[src/rtl/secret_pin_gen_if.sv]
// secret_pin_gen handshake bundle.
// Control in, PIN digits and status out.
interface secret_pin_gen_if;
  logic        i_generate;
  logic        i_seedLoad;
  logic [15:0] i_seedValue;
  logic        o_busy;
  logic        o_pinValid;
  logic [3:0]  o_pinDigit0;
  logic [3:0]  o_pinDigit1;
  logic [3:0]  o_pinDigit2;
  logic [3:0]  o_pinDigit3;

  modport master (
    output i_generate, i_seedLoad, i_seedValue,
    input  o_busy, o_pinValid,
    input  o_pinDigit0, o_pinDigit1,
    input  o_pinDigit2, o_pinDigit3
  );

  modport slave (
    input  i_generate, i_seedLoad, i_seedValue,
    output o_busy, o_pinValid,
    output o_pinDigit0, o_pinDigit1,
    output o_pinDigit2, o_pinDigit3
  );
endinterface

[src/rtl/secret_pin_gen.sv]
// secret_pin_gen: four-digit BCD PIN from a free-running
// 16-bit LFSR with rejection of nibbles >= 10.
module secret_pin_gen #(
  parameter logic [15:0] SEED = 16'hACE1
) (
  input  logic             clock,
  input  logic             reset_n,
  secret_pin_gen_if.slave  bus
);

  // A zero LFSR would lock up, so zero seeds become 1.
  localparam logic [15:0] LP_SEED =
    (SEED == 16'h0000) ? 16'h0001 : SEED;

  typedef enum logic [1:0] {
    S_IDLE,
    S_DRAW,
    S_DONE
  } state_t;

  state_t          r_state;
  state_t          w_state_nxt;
  logic [15:0]     r_lfsr;
  logic [15:0]     w_lfsr_nxt;
  logic [1:0]      r_idx;
  logic [1:0]      w_idx_nxt;
  logic [3:0][3:0] r_stage;
  logic [3:0][3:0] r_pin;
  logic [3:0]      w_cand;
  logic            w_accept;
  logic            w_last;
  logic            w_fb;

  assign w_cand = r_lfsr[3:0];
  assign w_fb   = r_lfsr[15] ^ r_lfsr[13] ^ r_lfsr[12] ^ r_lfsr[10];

  // Seed load wins over the free-running shift.
  always_comb begin
    w_lfsr_nxt = {r_lfsr[14:0], w_fb};
    if (bus.i_seedLoad) begin
      w_lfsr_nxt = (bus.i_seedValue == 16'h0000) ?
                   16'h0001 : bus.i_seedValue;
    end
  end

  // LFSR register, advances every edge.
  always_ff @(posedge clock or negedge reset_n) begin
    if (!reset_n) r_lfsr <= LP_SEED;
    else          r_lfsr <= w_lfsr_nxt;
  end

  // Next-state, digit index and accept decode.
  always_comb begin
    w_state_nxt = r_state;
    w_idx_nxt   = r_idx;
    w_accept    = 1'b0;
    w_last      = 1'b0;
    case (r_state)
      S_IDLE: begin
        if (bus.i_generate) begin
          w_state_nxt = S_DRAW;
          w_idx_nxt   = 2'd0;
        end
      end
      S_DRAW: begin
        w_accept = (w_cand <= 4'd9);
        if (w_accept) begin
          w_idx_nxt = r_idx + 2'd1;
          if (r_idx == 2'd3) begin
            w_last      = 1'b1;
            w_state_nxt = S_DONE;
          end
        end
      end
      S_DONE: begin
        if (bus.i_generate) begin
          w_state_nxt = S_DRAW;
          w_idx_nxt   = 2'd0;
        end
      end
      default: begin
        w_state_nxt = S_IDLE;
        w_idx_nxt   = 2'd0;
      end
    endcase
  end

  // State and index registers.
  always_ff @(posedge clock or negedge reset_n) begin
    if (!reset_n) begin
      r_state <= S_IDLE;
      r_idx   <= 2'd0;
    end else begin
      r_state <= w_state_nxt;
      r_idx   <= w_idx_nxt;
    end
  end

  // Staging digits; the last digit bypasses staging
  // so the PIN is published on the accepting edge.
  always_ff @(posedge clock or negedge reset_n) begin
    if (!reset_n) begin
      r_stage <= '0;
      r_pin   <= '0;
    end else begin
      if (w_accept) r_stage[r_idx] <= w_cand;
      if (w_last) begin
        r_pin <= {w_cand, r_stage[2], r_stage[1], r_stage[0]};
      end
    end
  end

  assign bus.o_busy      = (r_state == S_DRAW);
  assign bus.o_pinValid  = (r_state == S_DONE);
  assign bus.o_pinDigit0 = r_pin[0];
  assign bus.o_pinDigit1 = r_pin[1];
  assign bus.o_pinDigit2 = r_pin[2];
  assign bus.o_pinDigit3 = r_pin[3];

endmodule

[src/flat_wrapper.sv]
// flat-port wrapper written by rule: the top's interface ports become plain ports
module secret_pin_gen_flat 
#(
  parameter logic [15:0] SEED = 16'hACE1
)
  (clock, reset_n, bus_i_generate, bus_i_seedLoad, bus_i_seedValue, bus_o_busy, bus_o_pinValid, bus_o_pinDigit0, bus_o_pinDigit1, bus_o_pinDigit2, bus_o_pinDigit3);
  secret_pin_gen_if bus_i ();
  input  logic clock;
  input  logic reset_n;
  input wire logic [$bits(bus_i.i_generate)-1:0] bus_i_generate;
  input wire logic [$bits(bus_i.i_seedLoad)-1:0] bus_i_seedLoad;
  input wire logic [$bits(bus_i.i_seedValue)-1:0] bus_i_seedValue;
  output wire logic [$bits(bus_i.o_busy)-1:0] bus_o_busy;
  output wire logic [$bits(bus_i.o_pinValid)-1:0] bus_o_pinValid;
  output wire logic [$bits(bus_i.o_pinDigit0)-1:0] bus_o_pinDigit0;
  output wire logic [$bits(bus_i.o_pinDigit1)-1:0] bus_o_pinDigit1;
  output wire logic [$bits(bus_i.o_pinDigit2)-1:0] bus_o_pinDigit2;
  output wire logic [$bits(bus_i.o_pinDigit3)-1:0] bus_o_pinDigit3;
  assign bus_i.i_generate = bus_i_generate;
  assign bus_i.i_seedLoad = bus_i_seedLoad;
  assign bus_i.i_seedValue = bus_i_seedValue;
  assign bus_o_busy = bus_i.o_busy;
  assign bus_o_pinValid = bus_i.o_pinValid;
  assign bus_o_pinDigit0 = bus_i.o_pinDigit0;
  assign bus_o_pinDigit1 = bus_i.o_pinDigit1;
  assign bus_o_pinDigit2 = bus_i.o_pinDigit2;
  assign bus_o_pinDigit3 = bus_i.o_pinDigit3;
  secret_pin_gen #(.SEED(SEED)) u_core (.clock(clock), .reset_n(reset_n), .bus(bus_i));
endmodule
[config.mk]
export PLATFORM = sky130hd
export DESIGN_NAME = secret_pin_gen_flat
export DESIGN_NICKNAME = d
export VERILOG_FILES = /design/src/rtl/secret_pin_gen_if.sv /design/src/rtl/secret_pin_gen.sv /design/src/flat_wrapper.sv
export SDC_FILE = /design/constraint.sdc
export NUM_CORES = 1
export LEC_CHECK = 0
export ABC_AREA = 1
export CORE_AREA = 2 2 68 70
export DETAILED_ROUTE_END_ITERATION = 10
export DIE_AREA = 0 0 70 72
export GPL_TIMING_DRIVEN = 0
export PLACE_DENSITY = 0.75
export SKIP_CTS_REPAIR_TIMING = 1
export SLEW_MARGIN = 10
export SYNTH_ARGS = -nofsm -noshare
export SYNTH_HDL_FRONTEND = slang
export SYNTH_SLANG_ARGS = --single-unit
[constraint.sdc]
create_clock -name clock -period 1.5 [get_ports clock]
set_input_delay 0.3 -clock clock [delete_from_list [all_inputs] [get_ports clock]]
set_output_delay 0.3 -clock clock [all_outputs]
set_load 0.1 [all_outputs]
==> key figures, run 1 <==
Power and ir drop
  • Internal Power: 2.812 mW
  • Switching power: 2.929 mW
  • Comb pwr share: 0.501
  • Sw Share: 0.5102
  • Sequential Power Share: 0.340
  • Final Power: 5.742 mW
  • Clk pwr share: 0.160
  • VDD IR max: 0.0009497 V
  • Leakage: 1.308 nW
  • Power Dens Cells: 2217 nW/um^2

Timing
  • Worst Max-Slew Pin Slew: 543.1 ps
  • Period minus WS final: 1497 ps
  • Worst Slack Setup Final: 2.858 ps
  • Peak Freq: 667.9 MHz
  • Clock skew: 6.906 ps
  • RSZ-0062 raised after global routing: yes
  • Pins Over Slew Limit: 0
  • # setup viols final: 0
  • Hold Violations, Final: 0
  • Slew HR: 0.6395
  • Final Cycle Share: 0.9981
  • Total negative slack: 0 ps

Logic synthesis
  • Top post-synthesis cells by count: 98 x nand2_1, 40 x dfrtp_1, 28 x o21ai_0, 25 x inv_1, 12 x nor2_1
  • Top-count cell post-synth: nand2_1
  • Synth async-reset ratio: 1.000
  • Mean Syn Cell Area: 8.801 um^2
  • Synth area leaders: dfrtp_1 48%, nand2_1 18%, dfstp_2 10%
  • Seq cells post-synth: 48
  • Top_reg_cell synth: dfrtp_1
  • Post-Syn Area: 2077 um^2
  • Number of synthesized flops with an enable pin: 0
  • Top-area cell type share of the netlist area: 0.4819
  • Post-synthesis sequential area ratio: 0.5831
  • Synth cell types: 18
  • Post-Syn Nets: 260
  • Mapped Cells: 236
  • YS warnings: 0
  • Yosys top cell by area: dfrtp_1

Global route
  • Pin count of the biggest net entering global routing: 35
  • Vias in the first global route: 1529
  • First-pass GRT wire length: 7107 um
  • Overall Global Routing Usage: 0.1814
  • Total gr overflow: 0
  • Initial antenna violation count: 0

Final layout
  • Post-route cell area: 2590 um^2
  • Area growth from synthesis to layout: 24.70%
  • Finished Core Util: 0.6074
  • N_diodes: 0
  • # nets final: 306
  • Share of layout cells above drive strength 1: 0.1873

Route
  • Detailed Route WL: 4002 um
  • DRT iter0 DRCs: 95
  • DR top layer: met4
  • DR WL met2: 1852 um
  • Routed wire length on met3: 170 um
  • Remaining DRCs: 0
  • Vias/cell: 4.758
  • Vias after detailed routing: 1594
  • Metal-1 WL: 1911 um
  • DR WL/cell: 11.95 um
  • Pre-antenna DRT Iters: 4
  • ANT nets after route: 0

Clocking
  • H-tree levels: 2
  • Clock Tree Buf Depth: 2
  • CTS Sinks: 48
  • Inserted Clock Buffers: 5
  • Reg clk slew, reported paths: 80 ps
  • Root Buffer: clkbuf_8
  • CTS tree: done
  • Clock Latency Late Sink: 300 ps

Setup path
  • CP max-delay cell: dfrtp_1
  • Worst Setup Start Kind: register
  • CP max stage delay: 420 ps
  • CP endpoint kind: output pin
  • Critical path arrival: 1200 ps
  • Critical path, cell by cell: nand2_2 -> clkinvlp_4 -> buf_12
  • Crit Path Category: register to output pin
  • Critical Path RT: 1200 ps
  • CP Max Fanout: 4

Die
  • Num rows: 24
  • Die height: 72 um
  • I/O Pins: 38
  • Die Wd: 70 um
  • Core region area: 4264 um^2
  • Die Area: 5040 um^2
  • Initial Util: 0.4871

Min path
  • Worst min path class: primary input to asynchronous set/reset pin

Run
  • Number of max-cap violations: 0

Place
  • Setup Slack @ Placement: -613.5 ps
  • Placer congestion estimate: 0.7803
  • Detailed placement HPWL: 2887 um
  • Placed Area: 2541 um^2
  • Count of input and output buffers: 37

Status
  • Status: complete, no violations
==> metal layers <==
metal / GRT usage / up-vias
met5: 0 / -
li1: - / 822
met4: 0.05769 / 0
met2: 0.2921 / 32
met3: 0.05000 / 7
met1: 0.2415 / 733
==> cell type report <==
| cell class | count | area, um^2 |
|---|---|---|
| plain buffers | 6 | 38.79 |
| clock buffers | 6 | 72.57 |
| clock inverters | 2 | 35.03 |
| fillers | 390 | 1674 |
| inverters | 25 | 97.59 |
| multi-input cells | 157 | 743.2 |
| flip-flops and latches | 48 | 1211 |
| well taps | 52 | 65.06 |
| repair buffers | 39 | 326.6 |
==> metrics by stage <==
step | instances | hold WS (ps)
floorplan | 236 | 4.409
global placement | 325 | 427.5
detailed placement | 326 | 230.6
CTS | 334 | -95.99
global route | 335 | 456.9
finish | 335 | 434.9
==> sequential cells by signal, indices dropped and copies added, names as in the netlist <==
register,flops
u_core.bus.o_pinDigit0,4
u_core.bus.o_pinDigit1,4
u_core.bus.o_pinDigit2,4
u_core.bus.o_pinDigit3,4
u_core.r_idx,2
u_core.r_lfsr,16
u_core.r_stage,12
u_core.r_state,2
==> worst paths after layout <==
check                                              startpoint                                    end  slack, ps  depth (start not counted)
worst max-delay path            u_core.r_state[0]$_DFFE_PN0P_                             bus_o_busy          3                          3
worst min-delay path                                  reset_n          u_core.r_state[1]$_DFFE_PN0P_        430                          2
worst max register to register     u_core.r_lfsr[2]$_DFF_PN0_  u_core.bus.o_pinDigit0[1]$_DFFE_PN0P_        130                          6
worst min register to register     u_core.r_lfsr[5]$_DFF_PN1_             u_core.r_lfsr[6]$_DFF_PN1_        450                          2
max in group asynchronous                             reset_n             u_core.r_lfsr[0]$_DFF_PN1_        510                          3
min in group clock                 u_core.r_lfsr[5]$_DFF_PN1_             u_core.r_lfsr[6]$_DFF_PN1_        450                          2
==> power groups by stage <==
stage / Sequential, mW / Combinational (mW) / Clock (mW)
2_1_floorplan: 3.30 / 0.955 / 0
3_5_place_dp: 1.98 / 3.03 / 0
6_report: 1.95 / 2.87 / 0.918
5_1_grt: 2.01 / 3.07 / 0.998
4_1_cts: 1.96 / 3.04 / 0.932
3_3_place_gp: 1.96 / 2.97 / 0
==> cells by family (layout without fill, tap and decap cells) <==
family,Yosys count,after routing,synth area share
flip-flops,48,48,0.5831
buffers and inverters,31,78,0.06385
AND/OR/NAND/NOR,119,119,0.2331
adder cells (fa/ha/maj),4,4,0.02410
AO/OA/AOI/OAI,34,34,0.09578
==> worst max-delay path: cells and delay by family (launching register included) <==
kind,cells,cell delay [ps]
DFF,1,420
buffers and inverters,2,380
and+or+nand+nor,1,100
==> cells in the final DEF, fill, tap and decap left out, drive strengths merged <==
master / n
nand3: 4
dfrtp: 40
dfstp: 8
clkbuf: 25
inv: 24
o21ai: 33
nand2: 99
dlygate4sd3: 1
nor2: 15
bufinv: 1
a21boi: 1
clkdlybuf4s50: 18
clkinv: 1
ha: 4
or2: 1
buf: 7
clkinvlp: 1
No activity file was read; power rests on OpenSTA's default activity.
==> inputs of run 2 (changes only) <==
- SKIP_LAST_GASP: not set -> 1
- SLEW_MARGIN: 10 -> 20
==> key figures, run 2 (synthesis results as in run 1) <==
Setup path
  • Critical path arrival: 1340 ps (was 1200 ps)
  • CP Max Fanout: 4 (unchanged)
  • Critical Path RT: 1200 ps (about the same)
  • Crit Path Category: register to output pin (unchanged)
  • Worst Setup Start Kind: register (unchanged)
  • CP endpoint kind: output pin (unchanged)

Timing
  • Period minus WS final: 1636 ps (was 1497 ps)
  • # setup viols final: 1 (was 0)
  • RSZ-0062 raised after global routing: yes (unchanged)
  • Pins Over Slew Limit: 0 (unchanged)
  • Final Cycle Share: 1.091 (was 0.9981)
  • Clock skew: 6.727 ps (was 6.906 ps)
  • Worst Slack Setup Final: -136.1 ps (was 2.858 ps)
  • Slew HR: 0.6395 (unchanged)
  • Hold Violations, Final: 0 (unchanged)
  • Hold WS: 434.8 ps (was 434.9 ps)
  • Worst Max-Slew Pin Slew: 543.1 ps (about the same)
  • Peak Freq: 611.2 MHz (was 667.9 MHz)

Clocking
  • Inserted Clock Buffers: 5 (unchanged)
  • CTS tree: done (unchanged)
  • Root Buffer: clkbuf_8 (unchanged)
  • H-tree levels: 2 (unchanged)
  • Reg clk slew, reported paths: 80 ps (about the same)
  • Clock Latency Late Sink: 300 ps (about the same)
  • Clock Tree Buf Depth: 2 (unchanged)
  • CTS Sinks: 48 (unchanged)

Route
  • Remaining DRCs: 0 (unchanged)
  • Vias/cell: 4.767 (was 4.758)
  • Pre-antenna DRT Iters: 4 (unchanged)
  • Vias after detailed routing: 1597 (was 1594)
  • DRT iter0 DRCs: 91 (was 95)
  • ANT nets after route: 0 (unchanged)
  • Detailed Route WL: 3986 um (was 4002 um)
  • DR WL/cell: 11.90 um (was 11.95 um)

Final layout
  • Area growth from synthesis to layout: 24.10% (was 24.70%)
  • Finished Core Util: 0.6045 (was 0.6074)
  • FILL cells: 392 (was 390)
  • Share of layout cells above drive strength 1: 0.1837 (was 0.1873)
  • # nets final: 306 (unchanged)
  • Commonest non-fill, non-tap cell in the layout: nand2_1 (unchanged)
  • Post-route cell area: 2577 um^2 (was 2590 um^2)
  • Commonest cells after routing, fill and taps aside: 97 x nand2_1, 40 x dfrtp_1, 24 x inv_1, 20 x o21ai_0, 18 x clkdlybuf4s50_1 (was 97 x nand2_1, 40 x dfrtp_1, 23 x inv_1, 20 x o21ai_0, 18 x clkdlybuf4s50_1)
  • Largest regs: u_core.r_lfsr (16), u_core.r_stage (12) (unchanged)
  • N_diodes: 0 (unchanged)
  • Number of flip-flops in the largest register: 16 (unchanged)
  • Largest Register: u_core.r_lfsr (unchanged)

Power and ir drop
  • Power Dens Cells: 2208 nW/um^2 (was 2217 nW/um^2)
  • VDD IR max: 0.0009506 V (was 0.0009497 V)
  • Leakage: 1.302 nW (was 1.308 nW)

Die
  • Die Wd: 70 um (unchanged)
  • I/O Pins: 38 (unchanged)
  • Initial Util: 0.4871 (unchanged)
  • Num rows: 24 (unchanged)
  • Core region area: 4264 um^2 (unchanged)
  • Die height: 72 um (unchanged)
  • Die Area: 5040 um^2 (unchanged)

Min path
  • Worst min path class: primary input to asynchronous set/reset pin (unchanged)

Status
  • Failing checks: negative setup slack
  • Status: finished, violations left (was complete, no violations)

Global route
  • Total gr overflow: 0 (unchanged)
  • Initial antenna violation count: 0 (unchanged)
  • Vias in the first global route: 1529 (unchanged)
  • Pin count of the biggest net entering global routing: 35 (unchanged)
  • Overall Global Routing Usage: 0.1814 (unchanged)
  • First-pass GRT wire length: 7107 um (unchanged)

Run
  • Number of max-cap violations: 0 (unchanged)

Place
  • Detailed placement HPWL: 2887 um (unchanged)
  • Placed Area: 2541 um^2 (unchanged)
  • Placer congestion estimate: 0.7803 (unchanged)
  • Count of input and output buffers: 37 (unchanged)
[run 2: changes by cell type in the layout (fill, tap and decap cells not counted)]
cell,previous run,this run
buf_12,2,1
inv_2,1,0
inv_1,23,24
clkbuf_4,0,1
[run 2: layout make-up]
class,count,area (um^2),area share
Sequential cell,48,1211,0.4699
Multi-Input combinational cell,157,743.2,0.2883
Timing Repair Buffer,39,314.1,0.1218
Inverter,25,97.59,0.03786
Clock buffer,6,72.57,0.02816
Tap cell,52,65.06,0.02524
Buffer,6,38.79,0.01505
Clock inverter,2,35.03,0.01359
[run 2: worst max-delay path: stages, from the launching register on]
cell and delay [ps]:
dfrtp_1 370, inv_1 120, nand2_2 90, clkinvlp_4 120, clkbuf_4 340
[run 2: report_power, final]
part           total, mW  switching (mW)  internal [mW]
registers           1.95           0.222           1.73
logic               2.82            2.27          0.551
clock network      0.918           0.423          0.495
[run 2: final timing paths]
| kind | start | end | slack [ps] | cells after the start |
|---|---|---|---|---|
| hold reg to reg | u_core.r_lfsr[5]$_DFF_PN1_ | u_core.r_lfsr[6]$_DFF_PN1_ | 450 | 2 |
| max in group asynchronous | reset_n | u_core.r_lfsr[0]$_DFF_PN1_ | 520 | 3 |
| min in group clock | u_core.r_lfsr[5]$_DFF_PN1_ | u_core.r_lfsr[6]$_DFF_PN1_ | 450 | 2 |
| setup / recovery | u_core.r_state[1]$_DFFE_PN0P_ | bus_o_busy | -140 | 4 |
| hold / removal | reset_n | u_core.r_state[1]$_DFFE_PN0P_ | 430 | 2 |
| setup reg to reg | u_core.r_lfsr[2]$_DFF_PN0_ | u_core.bus.o_pinDigit0[1]$_DFFE_PN0P_ | 130 | 6 |
[run 2: metal layers]
layer / routed length (um) / track usage
met4: 68 / 0.05769
met3: 170 / 0.05000
met2: 1857 / 0.2921
met1: 1889 / 0.2415
met5: 0 / 0
[run 2: metrics by stage]
stage | power (mW) | cells | TNS, ps | worst slack (ps)
floorplan | 4.260 | 236 | -2202 | -143.0
global placement | 4.925 | 325 | -55200 | -1124
detailed placement | 5.007 | 326 | -5289 | -613.5
CTS | 5.928 | 334 | -11390 | -949.8
global route | 6.035 | 335 | -202.2 | -202.2
finish | 5.690 | 335 | -136.1 | -136.1
